===== src/rtl/game_pkg.sv =====
// Shared types and default constants for the LED-matrix game blocks.
//   dir_t          : cursor direction after button priority encoding
//   player_state_t : life-cycle state of the player
//   GRID_ROWS/COLS : default matrix size
package game_pkg;

    localparam int GRID_ROWS = 16;
    localparam int GRID_COLS = 16;

    typedef enum logic [2:0] {
        DIR_NONE,
        DIR_RIGHT,
        DIR_UP,
        DIR_DOWN,
        DIR_LEFT
    } dir_t;

    typedef enum logic [1:0] {
        ST_ALIVE,
        ST_DYING,
        ST_GAME_OVER
    } player_state_t;

endpackage


===== src/rtl/move_repeater.sv =====
// Button priority encoder with press detection and hold-to-repeat.
//   clk, reset          : clock, async active-high reset
//   i_btn_*             : synchronised button levels
//   o_dir               : priority-encoded direction (right > up > down > left)
//   o_move_req          : a move is requested this cycle (combinational)
// A request fires on a new direction, then (when HOLD_CYCLES > 0) after the
// direction has been held HOLD_CYCLES cycles, then every REPEAT_CYCLES.
// REPEAT_CYCLES is expected to be in 1..HOLD_CYCLES.
module move_repeater
    import game_pkg::*;
#(
    parameter int HOLD_CYCLES   = 0,
    parameter int REPEAT_CYCLES = 4
) (
    input  logic clk,
    input  logic reset,
    input  logic i_btn_up,
    input  logic i_btn_down,
    input  logic i_btn_left,
    input  logic i_btn_right,
    output dir_t o_dir,
    output logic o_move_req
);
    localparam int CNT_W = (HOLD_CYCLES > 0) ? $clog2(HOLD_CYCLES + 1) : 1;
    localparam logic [CNT_W-1:0] HOLD_V   = CNT_W'(HOLD_CYCLES);
    localparam logic [CNT_W-1:0] RELOAD_V = CNT_W'(HOLD_CYCLES - REPEAT_CYCLES);

    dir_t             r_prev_dir;
    logic [CNT_W-1:0] r_cnt;
    logic [CNT_W-1:0] w_cnt_inc;
    logic             w_new_press;
    logic             w_held;
    logic             w_repeat;

    always_comb begin
        o_dir = DIR_NONE;
        if (i_btn_right)     o_dir = DIR_RIGHT;
        else if (i_btn_up)   o_dir = DIR_UP;
        else if (i_btn_down) o_dir = DIR_DOWN;
        else if (i_btn_left) o_dir = DIR_LEFT;
    end

    // The incremented count is compared, so the first repeat lands exactly
    // HOLD_CYCLES cycles after the initial press.
    assign w_cnt_inc   = r_cnt + CNT_W'(1);
    assign w_new_press = (o_dir != DIR_NONE) && (o_dir != r_prev_dir);
    assign w_held      = (HOLD_CYCLES > 0) && (o_dir != DIR_NONE) && (o_dir == r_prev_dir);
    assign w_repeat    = w_held && (w_cnt_inc == HOLD_V);
    assign o_move_req  = w_new_press || w_repeat;

    always_ff @(posedge clk or posedge reset) begin
        if (reset) begin
            r_prev_dir <= DIR_NONE;
            r_cnt      <= '0;
        end else begin
            r_prev_dir <= o_dir;
            if (!w_held)       r_cnt <= '0;
            else if (w_repeat) r_cnt <= RELOAD_V;
            else               r_cnt <= w_cnt_inc;
        end
    end

endmodule


===== src/rtl/player_tracker.sv =====
// Player position tracker for the LED-matrix game.
//   clk, reset                      : clock, async active-high reset
//   btn_up/down/left/right          : synchronised button levels
//   hazard_pixels [ROWS][COLS]      : 1 = hazard in that cell this cycle
//   grn_pixels    [ROWS][COLS]      : player plane (one bit, blinks while dying)
//   row, col, pos                   : current position, pos = row*COLS+col
//   lives, score                    : remaining lives, goals reached
//   move_pulse/hit_pulse/score_pulse: single-cycle event strobes
//   game_over                       : state is GAME_OVER
// Column 0 is the rightmost display column, so "right" decrements col.
module player_tracker
    import game_pkg::*;
#(
    parameter int ROWS          = GRID_ROWS,
    parameter int COLS          = GRID_COLS,
    parameter int START_ROW     = ROWS - 1,
    parameter int START_COL     = 6,
    parameter int GOAL_ROW      = 0,
    parameter int LIVES         = 3,
    parameter int HOLD_CYCLES   = 0,
    parameter int REPEAT_CYCLES = 4,
    parameter int DEATH_CYCLES  = 8,
    parameter int BLINK_SHIFT   = 1,
    parameter int SCORE_W       = 8
) (
    input  logic                               clk,
    input  logic                               reset,
    input  logic                               btn_up,
    input  logic                               btn_down,
    input  logic                               btn_left,
    input  logic                               btn_right,
    input  logic [ROWS-1:0][COLS-1:0]          hazard_pixels,
    output logic [ROWS-1:0][COLS-1:0]          grn_pixels,
    output logic [$clog2(ROWS)-1:0]            row,
    output logic [$clog2(COLS)-1:0]            col,
    output logic [$clog2(ROWS*COLS)-1:0]       pos,
    output logic [2:0]                         lives,
    output logic [SCORE_W-1:0]                 score,
    output logic                               move_pulse,
    output logic                               hit_pulse,
    output logic                               score_pulse,
    output logic                               game_over
);
    localparam int RW = $clog2(ROWS);
    localparam int CW = $clog2(COLS);
    localparam int PW = $clog2(ROWS * COLS);
    // Death counter must be wide enough to carry the blink bit.
    localparam int DW = ($clog2(DEATH_CYCLES) > BLINK_SHIFT + 1) ? $clog2(DEATH_CYCLES) : BLINK_SHIFT + 1;

    localparam logic [RW-1:0] START_R = RW'(START_ROW);
    localparam logic [CW-1:0] START_C = CW'(START_COL);

    player_state_t    r_state;
    logic [RW-1:0]    r_row;
    logic [CW-1:0]    r_col;
    logic [2:0]       r_lives;
    logic [SCORE_W-1:0] r_score;
    logic [DW-1:0]    r_dcnt;
    logic             r_move_pulse;
    logic             r_hit_pulse;
    logic             r_score_pulse;

    dir_t             w_dir;
    logic             w_move_req;
    logic             w_blocked;
    logic [RW-1:0]    w_nrow;
    logic [CW-1:0]    w_ncol;
    logic             w_hit;
    logic             w_goal;
    logic             w_show;

    move_repeater #(
        .HOLD_CYCLES   (HOLD_CYCLES),
        .REPEAT_CYCLES (REPEAT_CYCLES)
    ) u_rep (
        .clk         (clk),
        .reset       (reset),
        .i_btn_up    (btn_up),
        .i_btn_down  (btn_down),
        .i_btn_left  (btn_left),
        .i_btn_right (btn_right),
        .o_dir       (w_dir),
        .o_move_req  (w_move_req)
    );

    always_comb begin
        w_nrow    = r_row;
        w_ncol    = r_col;
        w_blocked = 1'b1;
        case (w_dir)
            DIR_RIGHT: begin w_blocked = (r_col == '0);             w_ncol = r_col - 1'b1; end
            DIR_UP:    begin w_blocked = (r_row == '0);             w_nrow = r_row - 1'b1; end
            DIR_DOWN:  begin w_blocked = (r_row == RW'(ROWS - 1));  w_nrow = r_row + 1'b1; end
            DIR_LEFT:  begin w_blocked = (r_col == CW'(COLS - 1));  w_ncol = r_col + 1'b1; end
            default:   ;
        endcase
    end

    assign w_hit  = hazard_pixels[r_row][r_col];
    assign w_goal = (r_row == RW'(GOAL_ROW));

    always_ff @(posedge clk or posedge reset) begin
        if (reset) begin
            r_state       <= ST_ALIVE;
            r_row         <= START_R;
            r_col         <= START_C;
            r_lives       <= 3'(LIVES);
            r_score       <= '0;
            r_dcnt        <= '0;
            r_move_pulse  <= 1'b0;
            r_hit_pulse   <= 1'b0;
            r_score_pulse <= 1'b0;
        end else begin
            r_move_pulse  <= 1'b0;
            r_hit_pulse   <= 1'b0;
            r_score_pulse <= 1'b0;
            case (r_state)
                // Collision beats goal beats move.
                ST_ALIVE: begin
                    if (w_hit) begin
                        r_hit_pulse <= 1'b1;
                        r_lives     <= (r_lives == 3'd0) ? 3'd0 : r_lives - 3'd1;
                        r_dcnt      <= '0;
                        r_state     <= ST_DYING;
                    end else if (w_goal) begin
                        r_score_pulse <= 1'b1;
                        if (r_score != '1) r_score <= r_score + 1'b1;
                        r_row <= START_R;
                        r_col <= START_C;
                    end else if (w_move_req && !w_blocked) begin
                        r_move_pulse <= 1'b1;
                        r_row        <= w_nrow;
                        r_col        <= w_ncol;
                    end
                end
                ST_DYING: begin
                    if (r_dcnt == DW'(DEATH_CYCLES - 1)) begin
                        if (r_lives == 3'd0) begin
                            r_state <= ST_GAME_OVER;
                        end else begin
                            r_state <= ST_ALIVE;
                            r_row   <= START_R;
                            r_col   <= START_C;
                        end
                    end else begin
                        r_dcnt <= r_dcnt + 1'b1;
                    end
                end
                default: ;
            endcase
        end
    end

    assign w_show = (r_state != ST_DYING) || !r_dcnt[BLINK_SHIFT];

    always_comb begin
        grn_pixels = '0;
        if (w_show) grn_pixels[r_row][r_col] = 1'b1;
    end

    assign row         = r_row;
    assign col         = r_col;
    assign pos         = PW'(r_row * COLS + r_col);
    assign lives       = r_lives;
    assign score       = r_score;
    assign move_pulse  = r_move_pulse;
    assign hit_pulse   = r_hit_pulse;
    assign score_pulse = r_score_pulse;
    assign game_over   = (r_state == ST_GAME_OVER);

endmodule

===== config.mk =====
export PLATFORM = sky130hd
export DESIGN_NAME = player_tracker
export DESIGN_NICKNAME = d
export VERILOG_FILES = /design/src/rtl/game_pkg.sv /design/src/rtl/move_repeater.sv /design/src/rtl/player_tracker.sv
export SDC_FILE = /design/constraint.sdc
export NUM_CORES = 1
export LEC_CHECK = 0
export ABC_AREA = 1
export CAP_MARGIN = 10
export CELL_PAD_IN_SITES_DETAIL_PLACEMENT = 2
export CELL_PAD_IN_SITES_GLOBAL_PLACEMENT = 2
export CORE_ASPECT_RATIO = 1.4
export CORE_MARGIN = 8
export CORE_UTILIZATION = 11
export DETAILED_ROUTE_END_ITERATION = 6
export MAX_ROUTING_LAYER = met4
export PLACE_DENSITY = 0.77
export SYNTH_ARGS = -nofsm -noshare
export SYNTH_HDL_FRONTEND = slang
export SYNTH_SLANG_ARGS = --single-unit

===== constraint.sdc =====
create_clock -name clk -period 2.2 [get_ports clk]
set_input_delay 0.33 -clock clk [delete_from_list [all_inputs] [get_ports clk]]
set_output_delay 0.33 -clock clk [all_outputs]
set_load 0.005 [all_outputs]

==> Word-level counts from Yosys, hierarchy flattened <==
Index checks and enable logic that the tools add are counted.
{ "word_totals": {"out_inout_bits": 287, "mem_bits_ro": 0, "wordCells": 107, "memories": 0, "reg_bits": 30, "ram_bits": 0, "latchBits": 0, "in_bits": 262} }
{ "classes": {"add_sub_neg": 8, "div": 0, "n_shift": 0, "magnitude_cmp": 4, "reduce_logical": 19, "n_mux": 45, "bitwise_logic": 1, "eq_ne": 20, "mul": 0} }
{ "ops": {"columns": ["operator", "n"], "rows": [
  ["256-bit two-way mux", 1],
  ["16-bit binary-select mux with 4-bit select", 1],
  ["16-bit demux with 4-bit select", 1],
  ["4-bit two-way mux", 10],
  ["16-bit two-way mux", 2],
  ["4-bit case mux with 2 select lines", 4],
  ["3-bit two-way mux", 7],
  ["6-bit AND reduction", 2],
  ["1-bit two-way mux", 11],
  ["4-bit by 5-bit < comparator with 1-bit output (second input constant)", 2],
  ["2-bit inequality test (second input constant)", 5],
  ["4-bit by 1-bit adder with 4-bit output (second input constant)", 2],
  ["8-bit by 1-bit adder with 8-bit output (second input constant)", 1],
  ["8-bit by 4-bit adder with 8-bit output", 1],
  ["4-bit equality test (second input constant)", 2],
  ["4-bit by 1-bit >= comparator with 1-bit output (second input constant)", 2],
  ["4-bit zero test", 2],
  ["4-bit by 2-bit inequality test with 1-bit output (second input constant)", 2],
  ["8-bit inequality test (second input constant)", 1],
  ["4-bit by 1-bit subtractor with 4-bit output (second input constant)", 2],
  ["3-bit by 2-bit equality test with 1-bit output (second input constant)", 2],
  ["3-bit equality test (second input constant)", 2],
  ["2-bit two-way mux", 3],
  ["3-bit case mux with 2 select lines", 1],
  ["other kinds (23)", 28]
]} }

==> Depth between registers and ports, before layout <==
Gate-level depths: netlist of the first run.
{ "logic_depth": {"ltp_word": 12, "ltp_mapped": 20} }

==> By module <==
From an unflattened synthesis of the first run, not the netlist that was laid out.
{ "unflattened": {"hier_cells": 1289, "area_unflattened_um2": 5985.7} }
{ "modules_own_cells": {"columns": ["mod", "seq_area_each_um2", "cells_per_inst", "instances", "area_each_um2"], "rows": [
  ["player_tracker", 685.7, 1256, 1, 5783.0],
  ["move_repeater", 75.1, 33, 1, 202.7]
]} }

==> Worst setup path before layout of the first run <==
Ideal clock, no wire load.
{ "synth_path": {"path_type": "register to register", "from": "register r_row[1] (netlist: row[1])", "to": "register r_col[0] (netlist: col[0])", "synth_period_minus_slack_ns": 2.342, "path_stages_with_launch": 13, "path_slack_ns": -0.142, "required_ns": 2.082, "setup_ns": 0.118, "arrival_time_ns": 2.225, "cell_sequence": "dfstp_2 > buf_2 > buf_2 > nor2_1 > nand2_1 > nor3_1 > or3_1 > nor3_1 > inv_1 > a21oi_4 > nand3_1 > nand2_1 > nand2_1"} }
{ "synth_between": {"elab_chain_len": 6, "elab_cells_between_ends": 16, "classes_between": "eq/ne: 4; mux: 8; reduce/logical: 4"} }
{ "synth_rtl": {"columns": ["element", "line_no", "text"], "rows": [
  ["start: declaration", "player_tracker.sv:54", "logic [RW-1:0] r_row;"],
  ["start signal: assignment", "player_tracker.sv:132", "r_row <= w_nrow;"],
  ["16-bit binary-select mux with 4-bit select, or another cell as far along", "player_tracker.sv:99", "assign w_hit = hazard_pixels[r_row][r_col];"],
  ["16-bit two-way mux (not written as such) or 1-bit case mux with 4 select lines (tied branches)", "player_tracker.sv:99, player_tracker.sv:90", null],
  ["1-bit binary-select mux with 4-bit select or 1-bit zero test (tied branches)", "player_tracker.sv:99, player_tracker.sv:130", null],
  ["1-bit two-way mux (not written as such) or 1-bit logical AND (tied branches)", "player_tracker.sv:99, player_tracker.sv:130", null],
  ["2-bit inequality test (no source line) or 3-bit inequality test (tied branches)", null, null],
  ["6-bit AND reduction (no source line)", null, null],
  ["end signal: assignment", "player_tracker.sv:133", "r_col <= w_ncol;"],
  ["end: declaration", "player_tracker.sv:55", "logic [CW-1:0] r_col;"]
]} }
Several ways; a longest one is shown, not always the timed one. The select of a mux whose other input is x is not followed.
A chain may end at the register's enable or synchronous reset.

==> Worst setup path in the final report of the first run <==
{ "layout_path": {"from": "register r_row[0] (netlist: row[0])", "to": "register r_score[0] (netlist: score[0])"} }
{ "layout_between": {"elab_chain_len": 6, "elab_cells_between_ends": 7, "classes_between": "mux: 4; bitwise: 1; reduce/logical: 2"} }
{ "layout_rtl": {"columns": ["element", "line_no", "text"], "rows": [
  ["16-bit binary-select mux with 4-bit select", "player_tracker.sv:99", null],
  ["16-bit two-way mux (not written as such)", "player_tracker.sv:99", null],
  ["1-bit binary-select mux with 4-bit select", "player_tracker.sv:99", null],
  ["1-bit two-way mux (not written as such)", "player_tracker.sv:99", null],
  ["1-bit NOT (no source line)", null, null],
  ["4-bit AND reduction (no source line) (*)", null, null],
  ["end signal: assignment", "player_tracker.sv:127", "if (r_score != '1) r_score <= r_score + 1'b1;"],
  ["end: declaration", "player_tracker.sv:57", "logic [SCORE_W-1:0] r_score;"]
]} }
Mark *: on every way between the ends. The rest lies on a longest branch, timed or not. The select of a mux whose other input is x is not followed.

==> results.cfg, run 1 <==
[setup_path]
crit_required_ps = 2370
r2r_end = score[0]
rr_worst_depth = 17
path_class = flip-flop to flip-flop
cp_max_fo = 8
crit_arrival_ps = 2920
rr_startpoint = row[0]
cp-end-kind = flip-flop
critPathLaunchType = flip-flop
r2r_slack_ps = -560

[sta]
worst-slew-pin-transition_ps = 857
max_freq_ghz = 0.363
finalSetupViolCount = 262
hold_violations = 0
slew_headroom_pct = 42.2
min_period_ps = 2760
timing.final.ws_setup_ps = -558
finalCritPeriodShare_pct = 125
drv_slew = 0
rsz0062_at_grt = true
tns_ps = -48670
fin_worst_skew_ps = 11.6

[synth]
synth.net_count = 1542
synth_seq_area_share_pct = 12.8
synth_area_leaders = nand2_1 42%, nor2_1 19%, dfrtp_1 9.2%
syn-mean-instance-area_sq_um = 4.69
yosys.area.top_type = nand2_1
netlist_area_sq_um = 5960
ys_warn_count = 0
ys_types = 33
synth_top_area_share_pct = 41.8
synthCells = 1269
synth_seq_cells = 30

[floorplan]
start_util_pct = 11.1
io_pins = 549
die_h_microns = 291
rows = 101
core_sq_um = 53800
die_x_microns = 213
dieArea_sq_um = 62000

[drt]
wl_per_cell_microns = 22.4
dr.pass1.iters = 4
wirelength_microns = 59800
drcViolationCount = 0
vias_per_cell = 4.14
drtIter0Drc = 340
antenna_left = 0
vias = 11100

[global_routing]
grt_pass1_vias = 12600
grt_overflow = 0
grtUsageTotal_pct = 18.0
grt_pass1_wl_microns = 82100
antenna_found_initial = 8
grt_start_max_net_pins = 36

[place]
dp_hpwl_microns = 47200
port_buffers = 548
routabilityCongestion = 0.844
place_inst = 2588

[min_path]
hold_path_class = primary input to async pin

[cts]
clkSinkCount = 30
cts_tree = built
cts_buffers = 5
clock_latency_ps = 290
cts_root_buf = clkbuf_16
hold_buffers = 0
clk_path_buf_depth = 2
clkTransAtPathRegs_ps = 60
htree_levels = 2

[layout]
post-route-util_pct = 27.7
syn2layout_area_growth_pct = 150
nNetsFinal = 2213
stdcell_count = 2670
drive_above_1_share_pct = 29.8

[outcome]
violations = negative setup slack
status = complete, but fails checks

[power]
power_density_nw_per_um2 = 192
peakVddDrop_mv = 0.234
leakagePower_uw = 0.00771

[flow_run]
maxCapViolCount = 0
## logic make-up (layout without fill, tap and decap cells)
kind of cell / Yosys count / in the layout / synth area share (%)
buf+inv: 131 / 801 / 10.5
simple gates: 1033 / 1035 / 67.2
flops: 30 / 30 / 12.8
fa+ha+maj: 11 / 11 / 2.56
compound gates: 49 / 49 / 4.81
xor+xnor: 15 / 15 / 2.21
other cells: 0 / 8 / 0
## power breakdown
| group | leakage [uW] | switching (uW) | internal [uW] |
|---|---|---|---|
| registers | 0.000345 | 12.5 | 565 |
| clock network | 0.0000739 | 266 | 449 |
| logic | 0.00730 | 741 | 834 |
## cell usage in the layout, fill, tap and decap left out, types with 3 or more instances in the layout
master,count
inv_1,31
nor2_4,24
buf_16,6
nor2_1,207
nor2_2,67
clkdlybuf4s15_1,3
nand3_1,35
nand2_2,36
clkdlybuf4s15_2,64
buf_6,30
o21ai_1,17
o21ai_2,15
nand2_1,617
nand4_1,9
inv_4,3
buf_2,68
diode_2,8
ha_1,9
o21ai_0,5
clkbuf_16,13
nand2_8,4
dlymetal6s2s_1,42
nand3_4,5
xor2_1,7
dlygate4sd2_1,40
clkdlybuf4s50_1,294
buf_4,118
xnor2_1,8
dfstp_2,7
a21oi_1,7
nand2_4,9
buf_12,40
dfrtp_1,21
nand3_2,13
inv_2,3
nor3_1,3
or2_2,3
buf_8,7
clkbuf_2,32
## cell usage after synthesis (all sizes together)
cell type and count:
a21oi 9, nor3 3, dfrtp 22, o21ai 38, nand4 9, or3 1
nand2 664, nor2 298, or2 3, xor2 7, nand3b 1, nor4 1
dfstp 8, inv 38, xnor2 8, buf 40, fa 2, ha 9
clkinv 2, nand3 53, a211oi 1, a31oi 1, clkbuf 51
## critical path, stage by stage, from the launching register on
cell and delay [ps]:
dfstp_4 690, buf_12 120, nor2_4 60, buf_12 140, buf_6 130, nand2_2 60, nand3_2 80, nand2_2 70
nand2_1 60, o21ai_1 140, nand2_1 90, buf_4 150, o21ai_4 150, nand2_2 80, nor2_4 160, nand3_4 130
buf_12 160, xor2_1 140
## final cells by class
type	instances	area [sq um]
Clock inverter	1	5.00
Fill cell	6489	38900
Sequential cell	30	766
Inverter	40	171
Clock buffer	7	143
Tap cell	721	902
Multi-Input combinational cell	1110	5310
Antenna cell	8	20.0
Timing Repair Buffer	753	7600
## per-layer routing
metal  vias to the layer above  part of all wire, %  global-route usage (%)
met5                         -                    0                       -
met4                         0                  3.4                    6.95
met3                        82                  5.8                    3.52
met2                       437                   54                    33.6
met1                      5354                   37                    18.2
li1                       5188                    -                       -
## sequential cells by signal, indices dropped and copies added (netlist names)
register	cells
col	4
hit_pulse	1
lives	3
move_pulse	1
r_dcnt	3
r_state	2
row	4
score	8
score_pulse	1
u_rep.r_prev_dir	3
## worst max-delay path by stage
stage | start | to | slack, ps | cells past startpoint
floorplan | row[0] | score[2] | -90 | 19
global placement | row[0] | score[0] | -670 | 17
detailed placement | row[0] | score[0] | -720 | 17
CTS | row[0] | score[0] | -540 | 17
global route | row[0] | col[0] | -740 | 19
finish | row[0] | score[0] | -560 | 17
## timing repair
item	in CTS	in global routing
pin swaps	18	37
buffers inserted	21	32
setup endpoints to repair	287	281
resized for setup	481	417
cloned	9	8
## per-stage QoR
step | setup WS (ps) | power [uW] | hold WS [ps] | instance area (sq um)
global placement | -667 | 1990 | 475 | 13400
CTS | -542 | 2820 | 469 | 14200
detailed placement | -717 | 2020 | 503 | 13400
global route | -737 | 3030 | 491 | 14900
finish | -558 | 2870 | 438 | 14900
floorplan | -85.4 | 1050 | 415 | 6010
No activity file was read; power rests on OpenSTA's default activity.
==> run 2: changes to the inputs <==
CORE_AREA = 8 8 209 211   (was not set)
CORE_ASPECT_RATIO = not set   (was 1.4)
CORE_MARGIN = not set   (was 8)
CORE_UTILIZATION = not set   (was 11)
DIE_AREA = 0 0 217 219   (was not set)
DONT_BUFFER_PORTS = 1   (was not set)
PLACE_DENSITY = 0.53   (was 0.77)
==> run 2 against run 1 <==
  * The flow still finishes with violations (negative setup slack)
  * Sequential share of layout area up 1.9 points
  * Fmax up 2.3%
  * Worst hold slack lost 280 ps
  * Power decreased by 16%
  * Sequential power hardly changed
  * Largest cell class is now multi-input combinational cells
  * Largest power group unchanged
==> results.cfg, run 2 (synthesized netlist as in run 1, its figures left out) <==
[outcome]
status = complete, but fails checks
violations = negative setup slack

[setup_path]
critPathLaunchType = flip-flop
rr_worst_depth = 17
crit_cells = 17
path_buf_inv = 2
path_class = flip-flop to flip-flop
crit_arrival_ps = 2860
slowest_delay_ps = 700
cp-end-kind = flip-flop
cp_max_fo = 7
path_common_cell = nand2_2
r2r_slack_ps = -500
path_cells = buf_12 -> nor2_4 -> buf_12 -> nand2_2 -> nand2_2 -> o21ai_1 -> nand2_1 -> o21ai_2 -> nand2_2 -> nor2_2 -> nor2_1 -> nor2_1 -> nand2_2 -> nand2_4 -> nand3_4 -> nand2_2 -> nand2_2
crit_slowest_cell = dfstp_4
crit_required_ps = 2370
cpLargestDelayFamily = simple AND/OR/NAND/NOR gates

[floorplan]
core_sq_um = 40400
rows = 74
die_x_microns = 217
dieArea_sq_um = 47500
start_util_pct = 14.8
die_h_microns = 219
io_pins = 549

[cts]
cts_buffers = 5
clock_latency_ps = 280
clk_path_buf_depth = 2
cts_root_buf = clkbuf_16
clkSinkCount = 30
clkTransAtPathRegs_ps = 60
htree_levels = 2
cts_tree = built

[sta]
min_period_ps = 2700
worst-slew-pin-transition_ps = 575
timing.final.ws_setup_ps = -497
rsz0062_at_grt = true
max_freq_ghz = 0.371
fin_worst_skew_ps = 9.62
drv_slew = 0
finalCritPeriodShare_pct = 123
slew_headroom_pct = 61.6
finalSetupViolCount = 198
hold_violations = 0

[power]
power_density_nw_per_um2 = 223
p_clk_share_pct = 29.3
swShare_pct = 40.7
switchingPower_uw = 985
peakVddDrop_mv = 0.248
finalPower_uw = 2420
internal_power_uw = 1440
comb_power_share_pct = 47.0
p_seq_share_pct = 23.7
leakagePower_uw = 0.00454

[global_routing]
grt_pass1_vias = 9636
grt_pass1_wl_microns = 64500
grt_overflow = 0
grtUsageTotal_pct = 18.3
antenna_found_initial = 0
grt_start_max_net_pins = 32

[layout]
nNetsFinal = 1645
final_cell_mix = 579 x nand2_1, 150 x nor2_4, 79 x nor2_1
fill_cells = 4821
fin_area_sq_um = 10900
final_common_cell = nand2_1
stdcell_count = 1905
post-route-util_pct = 26.9
drive_above_1_share_pct = 42.0
diodes = 0
largest_reg_flops = 8
syn2layout_area_growth_pct = 82.5

[drt]
dr.pass1.iters = 4
antenna_left = 0
vias_per_cell = 4.57
wirelength_microns = 49200
vias = 8703
drcViolationCount = 0
wl_per_cell_microns = 25.8
drtIter0Drc = 393

[place]
port_buffers = 0
dp_hpwl_microns = 36500
routabilityCongestion = 0.789
placed_area_sq_um = 7600
place_inst = 1848

[min_path]
hold_path_class = primary input to flip-flop
worstHoldPathCells = 1

[flow_run]
maxCapViolCount = 0
## run 2: worst reg2reg max path: cells and delay by family (launching register included)
kind,cells,cell delay (ps)
flops,1,700
simple gates,13,1290
compound gates,2,280
buf+inv,2,340
## run 2: metrics by stage
step / TNS [ps] / worst slack [ps] / hold WS (ps)
CTS: -46730 / -491 / 152
global placement: -13180 / -525 / 155
global route: -45330 / -641 / 153
floorplan: -730 / -85.4 / 415
detailed placement: -14030 / -562 / 167
finish: -24810 / -497 / 162
## run 2: power groups by stage
stage               Sequential [uW]  Clock [uW]  Combinational, uW
floorplan                       584           0                465
global placement                581           0                827
detailed placement              581           0                841
CTS                             572         733                911
global route                    575         758               1240
finish                          574         708               1140
## run 2: timing repair
action | 4_1_cts | 5_1_grt
hold buffers | 1 | 0
cloned | 9 | 20
pin swaps | 16 | 148
resized for setup | 129 | 508
buffers inserted | 6 | 14
setup endpoints to repair | 281 | 282
hold endpoints to repair | 4 | 0
## run 2: cell type report
class,count,area [sq um],area share [%]
well taps,532,666,6.12
clock buffers,6,139,1.28
inverters,40,181,1.67
flip-flops and latches,30,766,7.04
multi-input cells,1111,6540,60.2
repair buffers,184,2570,23.6
clock inverters,2,12.5,0.115
## run 2: path summary, 6_finish.rpt
check | startpoint | end
hold reg to reg | lives[0] | lives[0]
setup / recovery | row[0] | col[0]
max in group asynchronous | reset | lives[0]
setup reg to reg | row[0] | col[0]
hold / removal | btn_right | u_rep.r_prev_dir[1]
min in group asynchronous | reset | score[1]
## run 2: per-layer routing
| metal | up-vias | GRT usage [%] | share of wire [%] |
|---|---|---|---|
| li1 | 4063 | - | - |
| met1 | 4343 | 22.4 | 42 |
| met2 | 258 | 32.2 | 52 |
| met3 | 39 | 2.85 | 4.4 |
| met4 | 0 | 2.59 | 1.5 |
| met5 | - | - | 0 |
